===== config.mk =====
export PLATFORM = sky130hd
export DESIGN_NAME = fpau_sqrt_ctrl_flat
export DESIGN_NICKNAME = d
export VERILOG_FILES = /design/src/rtl/fpau_pkg.sv /design/src/rtl/fpau_sqrt_ctrl_if.sv /design/src/rtl/fpau_sqrt_ctrl_ufc.sv /design/src/rtl/fpau_sqrt_ctrl.sv /design/src/flat_wrapper.sv
export SDC_FILE = /design/constraint.sdc
export NUM_CORES = 1
export LEC_CHECK = 0
export CORE_MARGIN = 10
export CORE_UTILIZATION = 52
export CTS_CLUSTER_DIAMETER = 80
export CTS_CLUSTER_SIZE = 28
export DETAILED_ROUTE_END_ITERATION = 16
export PLACE_DENSITY = 0.87
export RECOVER_POWER = 50
export SLEW_MARGIN = 30
export SYNTH_ARGS = -nofsm -noshare
export SYNTH_HDL_FRONTEND = slang
export SYNTH_HIERARCHICAL = 1
export SYNTH_SLANG_ARGS = --single-unit

===== constraint.sdc =====
create_clock -name clk -period 6.2 [get_ports clk]
set_input_delay 0.62 -clock clk [delete_from_list [all_inputs] [get_ports clk]]
set_output_delay 0.62 -clock clk [all_outputs]
set_load 0.02 [all_outputs]

===== src/rtl/fpau_pkg.sv =====
// Shared types and constants for the square-root unit front-end controller.
package fpau_pkg;

  typedef enum logic [1:0] {
    ST_IDLE  = 2'd0,
    ST_ISSUE = 2'd1,
    ST_WAIT  = 2'd2,
    ST_RESP  = 2'd3
  } state_e;

  localparam int unsigned CNT_W  = 8;
  localparam int unsigned DATA_W = 32;
  localparam int unsigned SEL_W  = 3;

  localparam logic [DATA_W-1:0] QNAN = 32'h7FC0_0000;

endpackage


===== src/rtl/fpau_sqrt_ctrl_if.sv =====
// Requester, unit and response signals of the sqrt controller.
interface fpau_sqrt_ctrl_if;
  import fpau_pkg::*;

  logic              req0;
  logic [SEL_W-1:0]  sel0;
  logic              req1;
  logic [SEL_W-1:0]  sel1;
  logic              gnt0;
  logic              gnt1;
  logic              fpu_start;
  logic [DATA_W-1:0] fpu_op;
  logic              fpu_done;
  logic [DATA_W-1:0] fpu_res;
  logic              rsp_valid;
  logic              rsp_ready;
  logic              rsp_id;
  logic [DATA_W-1:0] rsp_data;
  logic              rsp_err;
  logic              busy;

  modport slave (
    input  req0, sel0, req1, sel1, fpu_done, fpu_res, rsp_ready,
    output gnt0, gnt1, fpu_start, fpu_op, rsp_valid, rsp_id, rsp_data, rsp_err, busy
  );

  modport master (
    output req0, sel0, req1, sel1, fpu_done, fpu_res, rsp_ready,
    input  gnt0, gnt1, fpu_start, fpu_op, rsp_valid, rsp_id, rsp_data, rsp_err, busy
  );

endinterface


===== src/rtl/fpau_sqrt_ctrl_ufc.sv =====
// ufc: 3-bit unsigned integer to IEEE-754 single conversion (combinational).
module ufc
  import fpau_pkg::*;
(
  input  logic [SEL_W-1:0]  val,
  output logic [DATA_W-1:0] flt_c
);

  // Exponent from the leading one; remaining bits become the top mantissa bits.
  always_comb begin
    flt_c = '0;
    if (val[2]) begin
      flt_c = {1'b0, 8'd129, val[1:0], 21'd0};
    end else if (val[1]) begin
      flt_c = {1'b0, 8'd128, val[0], 22'd0};
    end else if (val[0]) begin
      flt_c = {1'b0, 8'd127, 23'd0};
    end
  end

endmodule


===== src/rtl/fpau_sqrt_ctrl.sv =====
// Arbitrates two requesters onto a shared sqrt unit with zero bypass,
// timeout abort and a held response channel.
module fpau_sqrt_ctrl
  import fpau_pkg::*;
#(
  parameter int unsigned TIMEOUT = 64
) (
  input  logic             clk,
  input  logic             rst,
  fpau_sqrt_ctrl_if.slave  bus
);

  state_e            state_q, state_d;
  logic              id_q, id_d;
  logic [SEL_W-1:0]  sel_q, sel_d;
  logic              last_q, last_d;
  logic [CNT_W-1:0]  cnt_q, cnt_d;
  logic              gnt0_q, gnt0_d;
  logic              gnt1_q, gnt1_d;
  logic              start_q, start_d;
  logic [DATA_W-1:0] op_q, op_d;
  logic              valid_q, valid_d;
  logic [DATA_W-1:0] data_q, data_d;
  logic              err_q, err_d;
  logic              busy_q, busy_d;

  logic              win_id_c;
  logic [SEL_W-1:0]  win_sel_c;
  logic [DATA_W-1:0] win_flt_c;

  // On a tie the requester that was not served last wins.
  assign win_id_c  = (bus.req0 && bus.req1) ? ~last_q : bus.req1;
  assign win_sel_c = win_id_c ? bus.sel1 : bus.sel0;

  ufc u_ufc (
    .val   (win_sel_c),
    .flt_c (win_flt_c)
  );

  always_comb begin
    state_d = state_q;
    id_d    = id_q;
    sel_d   = sel_q;
    last_d  = last_q;
    cnt_d   = cnt_q;
    gnt0_d  = 1'b0;
    gnt1_d  = 1'b0;
    start_d = 1'b0;
    op_d    = '0;
    valid_d = valid_q;
    data_d  = data_q;
    err_d   = err_q;

    unique case (state_q)
      ST_IDLE: begin
        if (bus.req0 || bus.req1) begin
          state_d = ST_ISSUE;
          id_d    = win_id_c;
          sel_d   = win_sel_c;
          gnt0_d  = ~win_id_c;
          gnt1_d  = win_id_c;
          op_d    = win_flt_c;
          start_d = (win_sel_c != '0);
        end
      end
      ST_ISSUE: begin
        if (sel_q != '0) begin
          state_d = ST_WAIT;
          cnt_d   = '0;
        end else begin
          // sqrt(0) is known without involving the unit
          state_d = ST_RESP;
          valid_d = 1'b1;
          data_d  = '0;
          err_d   = 1'b0;
        end
      end
      ST_WAIT: begin
        if (bus.fpu_done) begin
          state_d = ST_RESP;
          valid_d = 1'b1;
          data_d  = bus.fpu_res;
          err_d   = 1'b0;
        end else if (cnt_q == CNT_W'(TIMEOUT - 1)) begin
          state_d = ST_RESP;
          valid_d = 1'b1;
          data_d  = QNAN;
          err_d   = 1'b1;
        end else begin
          cnt_d = cnt_q + CNT_W'(1);
        end
      end
      ST_RESP: begin
        if (bus.rsp_ready) begin
          state_d = ST_IDLE;
          valid_d = 1'b0;
          last_d  = id_q;
        end
      end
      default: state_d = ST_IDLE;
    endcase

    busy_d = (state_d != ST_IDLE);
  end

  always_ff @(posedge clk or posedge rst) begin
    if (rst) begin
      state_q <= ST_IDLE;
      id_q    <= 1'b0;
      sel_q   <= '0;
      last_q  <= 1'b1;
      cnt_q   <= '0;
      gnt0_q  <= 1'b0;
      gnt1_q  <= 1'b0;
      start_q <= 1'b0;
      op_q    <= '0;
      valid_q <= 1'b0;
      data_q  <= '0;
      err_q   <= 1'b0;
      busy_q  <= 1'b0;
    end else begin
      state_q <= state_d;
      id_q    <= id_d;
      sel_q   <= sel_d;
      last_q  <= last_d;
      cnt_q   <= cnt_d;
      gnt0_q  <= gnt0_d;
      gnt1_q  <= gnt1_d;
      start_q <= start_d;
      op_q    <= op_d;
      valid_q <= valid_d;
      data_q  <= data_d;
      err_q   <= err_d;
      busy_q  <= busy_d;
    end
  end

  assign bus.gnt0      = gnt0_q;
  assign bus.gnt1      = gnt1_q;
  assign bus.fpu_start = start_q;
  assign bus.fpu_op    = op_q;
  assign bus.rsp_valid = valid_q;
  assign bus.rsp_id    = id_q;
  assign bus.rsp_data  = data_q;
  assign bus.rsp_err   = err_q;
  assign bus.busy      = busy_q;

endmodule

===== src/flat_wrapper.sv =====
// flat-port wrapper written by rule: the top's interface ports become plain ports
module fpau_sqrt_ctrl_flat import fpau_pkg::*;
#(
  parameter int unsigned TIMEOUT = 64
)
  (clk, rst, bus_req0, bus_sel0, bus_req1, bus_sel1, bus_fpu_done, bus_fpu_res, bus_rsp_ready, bus_gnt0, bus_gnt1, bus_fpu_start, bus_fpu_op, bus_rsp_valid, bus_rsp_id, bus_rsp_data, bus_rsp_err, bus_busy);
  fpau_sqrt_ctrl_if bus_i ();
  input  logic clk;
  input  logic rst;
  input wire logic [$bits(bus_i.req0)-1:0] bus_req0;
  input wire logic [$bits(bus_i.sel0)-1:0] bus_sel0;
  input wire logic [$bits(bus_i.req1)-1:0] bus_req1;
  input wire logic [$bits(bus_i.sel1)-1:0] bus_sel1;
  input wire logic [$bits(bus_i.fpu_done)-1:0] bus_fpu_done;
  input wire logic [$bits(bus_i.fpu_res)-1:0] bus_fpu_res;
  input wire logic [$bits(bus_i.rsp_ready)-1:0] bus_rsp_ready;
  output wire logic [$bits(bus_i.gnt0)-1:0] bus_gnt0;
  output wire logic [$bits(bus_i.gnt1)-1:0] bus_gnt1;
  output wire logic [$bits(bus_i.fpu_start)-1:0] bus_fpu_start;
  output wire logic [$bits(bus_i.fpu_op)-1:0] bus_fpu_op;
  output wire logic [$bits(bus_i.rsp_valid)-1:0] bus_rsp_valid;
  output wire logic [$bits(bus_i.rsp_id)-1:0] bus_rsp_id;
  output wire logic [$bits(bus_i.rsp_data)-1:0] bus_rsp_data;
  output wire logic [$bits(bus_i.rsp_err)-1:0] bus_rsp_err;
  output wire logic [$bits(bus_i.busy)-1:0] bus_busy;
  assign bus_i.req0 = bus_req0;
  assign bus_i.sel0 = bus_sel0;
  assign bus_i.req1 = bus_req1;
  assign bus_i.sel1 = bus_sel1;
  assign bus_i.fpu_done = bus_fpu_done;
  assign bus_i.fpu_res = bus_fpu_res;
  assign bus_i.rsp_ready = bus_rsp_ready;
  assign bus_gnt0 = bus_i.gnt0;
  assign bus_gnt1 = bus_i.gnt1;
  assign bus_fpu_start = bus_i.fpu_start;
  assign bus_fpu_op = bus_i.fpu_op;
  assign bus_rsp_valid = bus_i.rsp_valid;
  assign bus_rsp_id = bus_i.rsp_id;
  assign bus_rsp_data = bus_i.rsp_data;
  assign bus_rsp_err = bus_i.rsp_err;
  assign bus_busy = bus_i.busy;
  fpau_sqrt_ctrl #(.TIMEOUT(TIMEOUT)) u_core (.clk(clk), .rst(rst), .bus(bus_i));
endmodule

# Word-level counts from Yosys, hierarchy flattened
# Index checks and enable logic that the tools add are counted.
[totals]
input_bits = 44
wordCells = 74
ff_bits = 85
[classes]
eq_ne = 10
n_addsub = 1
reduce_logical = 13
mux = 35
bitwise = 2
[ops]
columns = ["cell", "n"]
rows = [
  ["32-bit two-way mux", 7],
  ["32-bit one-hot mux with 2 select lines", 1],
  ["30-bit two-way mux", 1],
  ["8-bit two-way mux", 3],
  ["8-bit one-hot mux with 2 select lines", 1],
  ["1-bit two-way mux", 14],
  ["3-bit nonzero test", 3],
  ["8-bit by 1-bit adder with 8-bit output, second input constant", 1],
  ["8-bit by 6-bit equality test with 1-bit output, second input constant", 1],
  ["2-bit two-way mux", 4],
  ["2-bit inequality test, second input constant", 4],
  ["2-bit one-hot mux with 4 select lines", 1],
  ["4-bit AND reduction", 2],
  ["2-bit equality test, second input constant", 2],
  ["2-bit AND reduction", 2],
  ["2-bit nonzero test", 2],
  ["3-bit two-way mux", 1],
  ["3-bit by 2-bit inequality test with 1-bit output, second input constant", 1],
  ["1-bit one-hot mux with 3 select lines", 1],
  ["3-bit AND reduction", 1],
  ["2-bit by 1-bit equality test with 1-bit output, second input constant", 1],
  ["2-bit logical NOT", 1],
  ["2-bit by 1-bit inequality test with 1-bit output, second input constant", 1],
  ["1-bit NOT", 2],
  ["3 further kinds", 3],
]

# Longest topological paths before layout
[logic_depth]
ltp_word = 8
ltp_mapped = 8
mapped_depth_nobuf = 6

# Hierarchy
# Netlist, hierarchy kept.
[by_module_without_submodules]
columns = ["mod", "instances", "cells_per_inst", "area_each_um2"]
rows = [
  ["fpau_sqrt_ctrl", 1, 329, 3587.2],
  ["ufc", 1, 36, 252.7],
]

# Worst setup path before layout
# No wires, ideal clock.
[synth_path]
kind = "input to register"
startpoint = "in bus_req1"
endpoint = "reg u_core.op_q[25] (netlist: u_core/bus.fpu_op[25])"
setup_slack_ns = 4.174
cell_stages = 7
t_required_ns = 6.134
arrival_time_ns = 1.960
path_cell_list = "a21boi_1 -> mux2i_1 -> inv_1 -> or2_4 -> nor2_2 -> buf_4 -> and2_1"
[synth_via]
word_cells_on_any_way = 9
classes_between = "mux: 7; reduce/logical: 2"
[synth_rtl]
columns = ["element", "line_no", "text"]
rows = [
  ["start, declared", "flat_wrapper.sv:12", "input wire logic [$bits(bus_i.req1)-1:0] bus_req1;"],
  ["1-bit logical AND", "fpau_sqrt_ctrl.sv:32", "assign win_id_c = (bus.req0 && bus.req1) ? ~last_q : bus.req1;"],
  ["1-bit two-way mux (*)", "fpau_sqrt_ctrl.sv:32", ""],
  ["3-bit two-way mux (*)", "fpau_sqrt_ctrl.sv:33", "assign win_sel_c = win_id_c ? bus.sel1 : bus.sel0;"],
  ["net u_core.win_sel_c[2]", "fpau_sqrt_ctrl.sv:28", "logic [SEL_W-1:0] win_sel_c;"],
  ["32-bit two-way mux (*)", "fpau_sqrt_ctrl_ufc.sv:12", "if (val[2]) begin"],
  ["net u_core.win_flt_c[25]", "fpau_sqrt_ctrl.sv:29", "logic [DATA_W-1:0] win_flt_c;"],
  ["32-bit two-way mux (*)", "fpau_sqrt_ctrl.sv:56", "if (bus.req0 || bus.req1) begin"],
  ["32-bit two-way mux (*)", "fpau_sqrt_ctrl.sv:54", "unique case (state_q)"],
  ["net u_core.op_d[25]", "fpau_sqrt_ctrl.sv:21", "logic [DATA_W-1:0] op_q, op_d;"],
  ["end signal, assigned", "fpau_sqrt_ctrl.sv:130", "op_q <= op_d;"],
  ["end, declared", "fpau_sqrt_ctrl.sv:21", ""],
]
# Mark *: on every way through the listed nets, which the timed path passes. The rest lies on a longest branch.
# A chain may end at the register's enable or synchronous reset.

# Worst setup path in the final report
[layout_path]
startpoint = "in bus_req1"
endpoint = "reg u_core.op_q[24] (netlist: u_core/bus.fpu_op[24])"
# The elaborated chain is that of the path after synthesis.

==> impl_metrics.yaml <==
drt:
  firstDrtPassIters: 4
  wl_met1_um: 3890
  drt-total-wl_um: 9500
  met3RoutedLength_um: 902
  vias_per_cell: 5.17
  drtIter0Drc: 150
  vias: 2934
  drc_errors: 0
  routed.top_layer: "met4"
  wl_met2_um: 4550
  wl_per_cell_um: 16.7
  detail-route-antenna-nets: 0
finish:
  multi_input_area_mm2: 0.00137
  drive_gt1_share_pct: 5.76
  antenna_cells: 0
  fin_util_pct: 70.8
  seqCellArea_mm2: 0.00213
  fin_nets: 514
  area_delta_synth_final_pct: 33.0
  fillCellCount: 562
clock_tree:
  cts_max_path_buffers: 2
  htreeDepth: 3
  clk_latency_ns: 0.34
  cts_setup_buffers: 0
  cts_resized: 0
  tritoncts: "yes"
  clk_pin_slew_worst_paths_ns: 0.08
  cts.sinks: 85
  cts-buffers-inserted: 9
  clock-root-buffer: "clkbuf_8"
  ctsHoldBuffers: 0
global_route:
  grt_usage_pct: 17.2
  grt_max_degree: 86
  overflow: 0
  grt_pass1_vias: 3098
  antenna_found_initial: 0
  grt_pass1_wl_um: 15700
floorplanning:
  die_y_um: 106
  core-area_mm2: 0.00721
  die_area_mm2: 0.0112
  rows: 31
  pin_count: 115
  start_util_pct: 53.2
  fp.dieW_um: 106
worst_setup_path:
  startpoint_type: "primary input"
  crit_fanout: 6
  slowest_delay_ns: 0.66
  cpLargestDelayFamily: "buffers and inverters"
  path_buf_inv: 2
  crit_type: "in -> reg"
  endpoint_kind: "flip-flop"
  slowest_stage: "a21boi_0"
  path_cells: "dlygate4sd3_1 -> a21boi_0 -> mux2i_1 -> inv_1 -> or2_4 -> nor2_2 -> and2_1"
  crit_arrival_ns: 2.89
  worst_ep_required_time_ns: 6.48
power_and_ir_drop:
  p_leak_nw: 2.35
  peakVddDrop_mv: 0.197
  total_power_mw: 2.23
  power_density_mw_per_mm2: 437
placement:
  io_buffers: 114
  routabilityCongestion: 0.768
  pre_cts_ws_ns: 3.51
  hpwl_um: 6830
timing:
  rsz0062_at_grt: "false"
  skew_ns: 0.00936
  setup_violations: 0
  timing.fmax_mhz: 383
  hold_viol_final: 0
  fin_crit_sh_pct: 42.1
  layout_setup_ws_ns: 3.59
  slew_violations: 0
  worst_pin_slew_ns: 0.980
  setup_tns_ns: 0
  slew_headroom_pct: 34.6
  finalCriticalPeriod_ns: 2.61
yosys:
  ys_seq_area_share_pct: 55.4
  synthFlopType: "dfrtp_1"
  yosys_warnings: 6
  syn_area_per_cell_um2: 10.5
  ys_types: 44
  ys_ff_latch: 85
  ys_async_sr_fraction_pct: 100
  synth_edf_count: 0
  syn-cell-area_mm2: 0.00384
  syn_inst: 365
run:
  drv_cap: 0
worst_hold_path:
  hold_class: "reg -> reg"
run_status:
  status: "finished clean"
## report_power, final
group	switching [mW]	leakage [nW]	internal [mW]
clock network	0.177	0.0919	0.199
logic	0.637	1.12	0.410
registers	0.0845	1.14	0.726
## path summary, 6_finish.rpt
path | startpoint | endpoint | slack [ns] | cells past startpoint
max reg2reg | u_core/state_q[0] | u_core/cnt_q[4] | 3.76 | 6
min reg2reg | u_core/bus.rsp_id | u_core/bus.rsp_id | 0.50 | 1
max | bus_req1 | u_core/bus.fpu_op[24] | 3.59 | 7
min | u_core/bus.rsp_id | u_core/bus.rsp_id | 0.50 | 1
min in group asynchronous | rst | u_core/bus.fpu_op[28] | 0.97 | 3
max in group asynchronous | rst | u_core/bus.rsp_data[28] | 4.72 | 3
## area by class of cell
class	count	area share [%]
multi-input combinational	216	26.8
sequential	85	41.7
clock buffer	15	3.06
tap	99	2.43
inverter	34	2.52
timing repair buffer	118	23.0
clock inverter	1	0.588
## cells in the mapped netlist, drive strengths merged, types with 2 or more instances
cell,instances,area (µm²)
and2,34,214
nand2b,2,12.5
nand2,11,41.3
buf,33,236
nand3,2,10.0
dfrtp,84,2100
or4,6,45.0
o31ai,18,140
o21ai,50,250
o41ai,24,210
nor2,10,40.0
clkbuf,18,67.6
inv,34,128
a21oi,8,40.0
and4,3,31.3
ha,6,75.1
mux2i,3,30.0
a21o,2,16.3
a31oi,2,18.8
## per-stage QoR
stage | hold slack, ns | instance area, µm² | cells
after floorplan | 0.484 | 3920 | 386
after global placement | 0.484 | 4910 | 551
after detailed placement | 0.492 | 4910 | 551
after CTS | 0.513 | 5100 | 567
after global routing | 0.541 | 5110 | 568
final | 0.505 | 5110 | 568
## layout by cell type, fill, tap and decap left out, types with 2 or more instances in the layout
master            n
o41ai_1          24
mux2i_1           3
clkbuf_8         10
inv_1            33
and4_4            2
a21oi_1           8
conb_1           22
clkdlybuf4s50_1  92
nor2_1            9
nand3_1           2
or4_1             6
buf_4             2
o21ai_0          49
and2_1           32
dlygate4sd3_1    22
nand2_1          10
dfrtp_1          84
o31ai_1          17
clkbuf_1          5
ha_1              6
nand2b_1          2
## worst register-to-register path, delay by kind of cell (launching register included)
family	cells	cell delay [ns]
flops	1	0.43
simple gates	1	0.48
compound gates	2	0.55
buf+inv	2	0.40
fa+ha+maj	1	0.51
## cell families (layout without fill, tap and decap cells)
kind of cell,after synthesis,count (layout),share of synthesized area [%]
AO/OA/AOI/OAI,108,108,18.3
AND/OR/NAND/NOR,76,76,11.9
multiplexers,4,4,1.08
buffers and inverters,85,168,11.2
flip-flops,85,85,55.4
other,1,22,0.0977
adder cells (fa/ha/maj),6,6,1.95
## routing by layer
layer | up-vias | global-route usage, %
met5 | - | 0
met4 | 0 | 6.29
met3 | 13 | 8.33
met2 | 104 | 27.9
met1 | 1399 | 19.4
li1 | 1418 | -
## sequential cells by signal, summed over array words and instances (netlist names)
register	flops
u_core/state_q	2
u_core/bus.fpu_op	32
u_core/bus.fpu_start	1
u_core/bus.rsp_data	32
u_core/last_q	1
u_core/bus.busy	1
u_core/bus.rsp_err	1
u_core/cnt_q	8
u_core/bus.rsp_id	1
u_core/bus.gnt0	1
u_core/bus.gnt1	1
u_core/bus.rsp_valid	1
u_core/sel_q	3
Note: power is estimated with default switching activity, not from simulation.
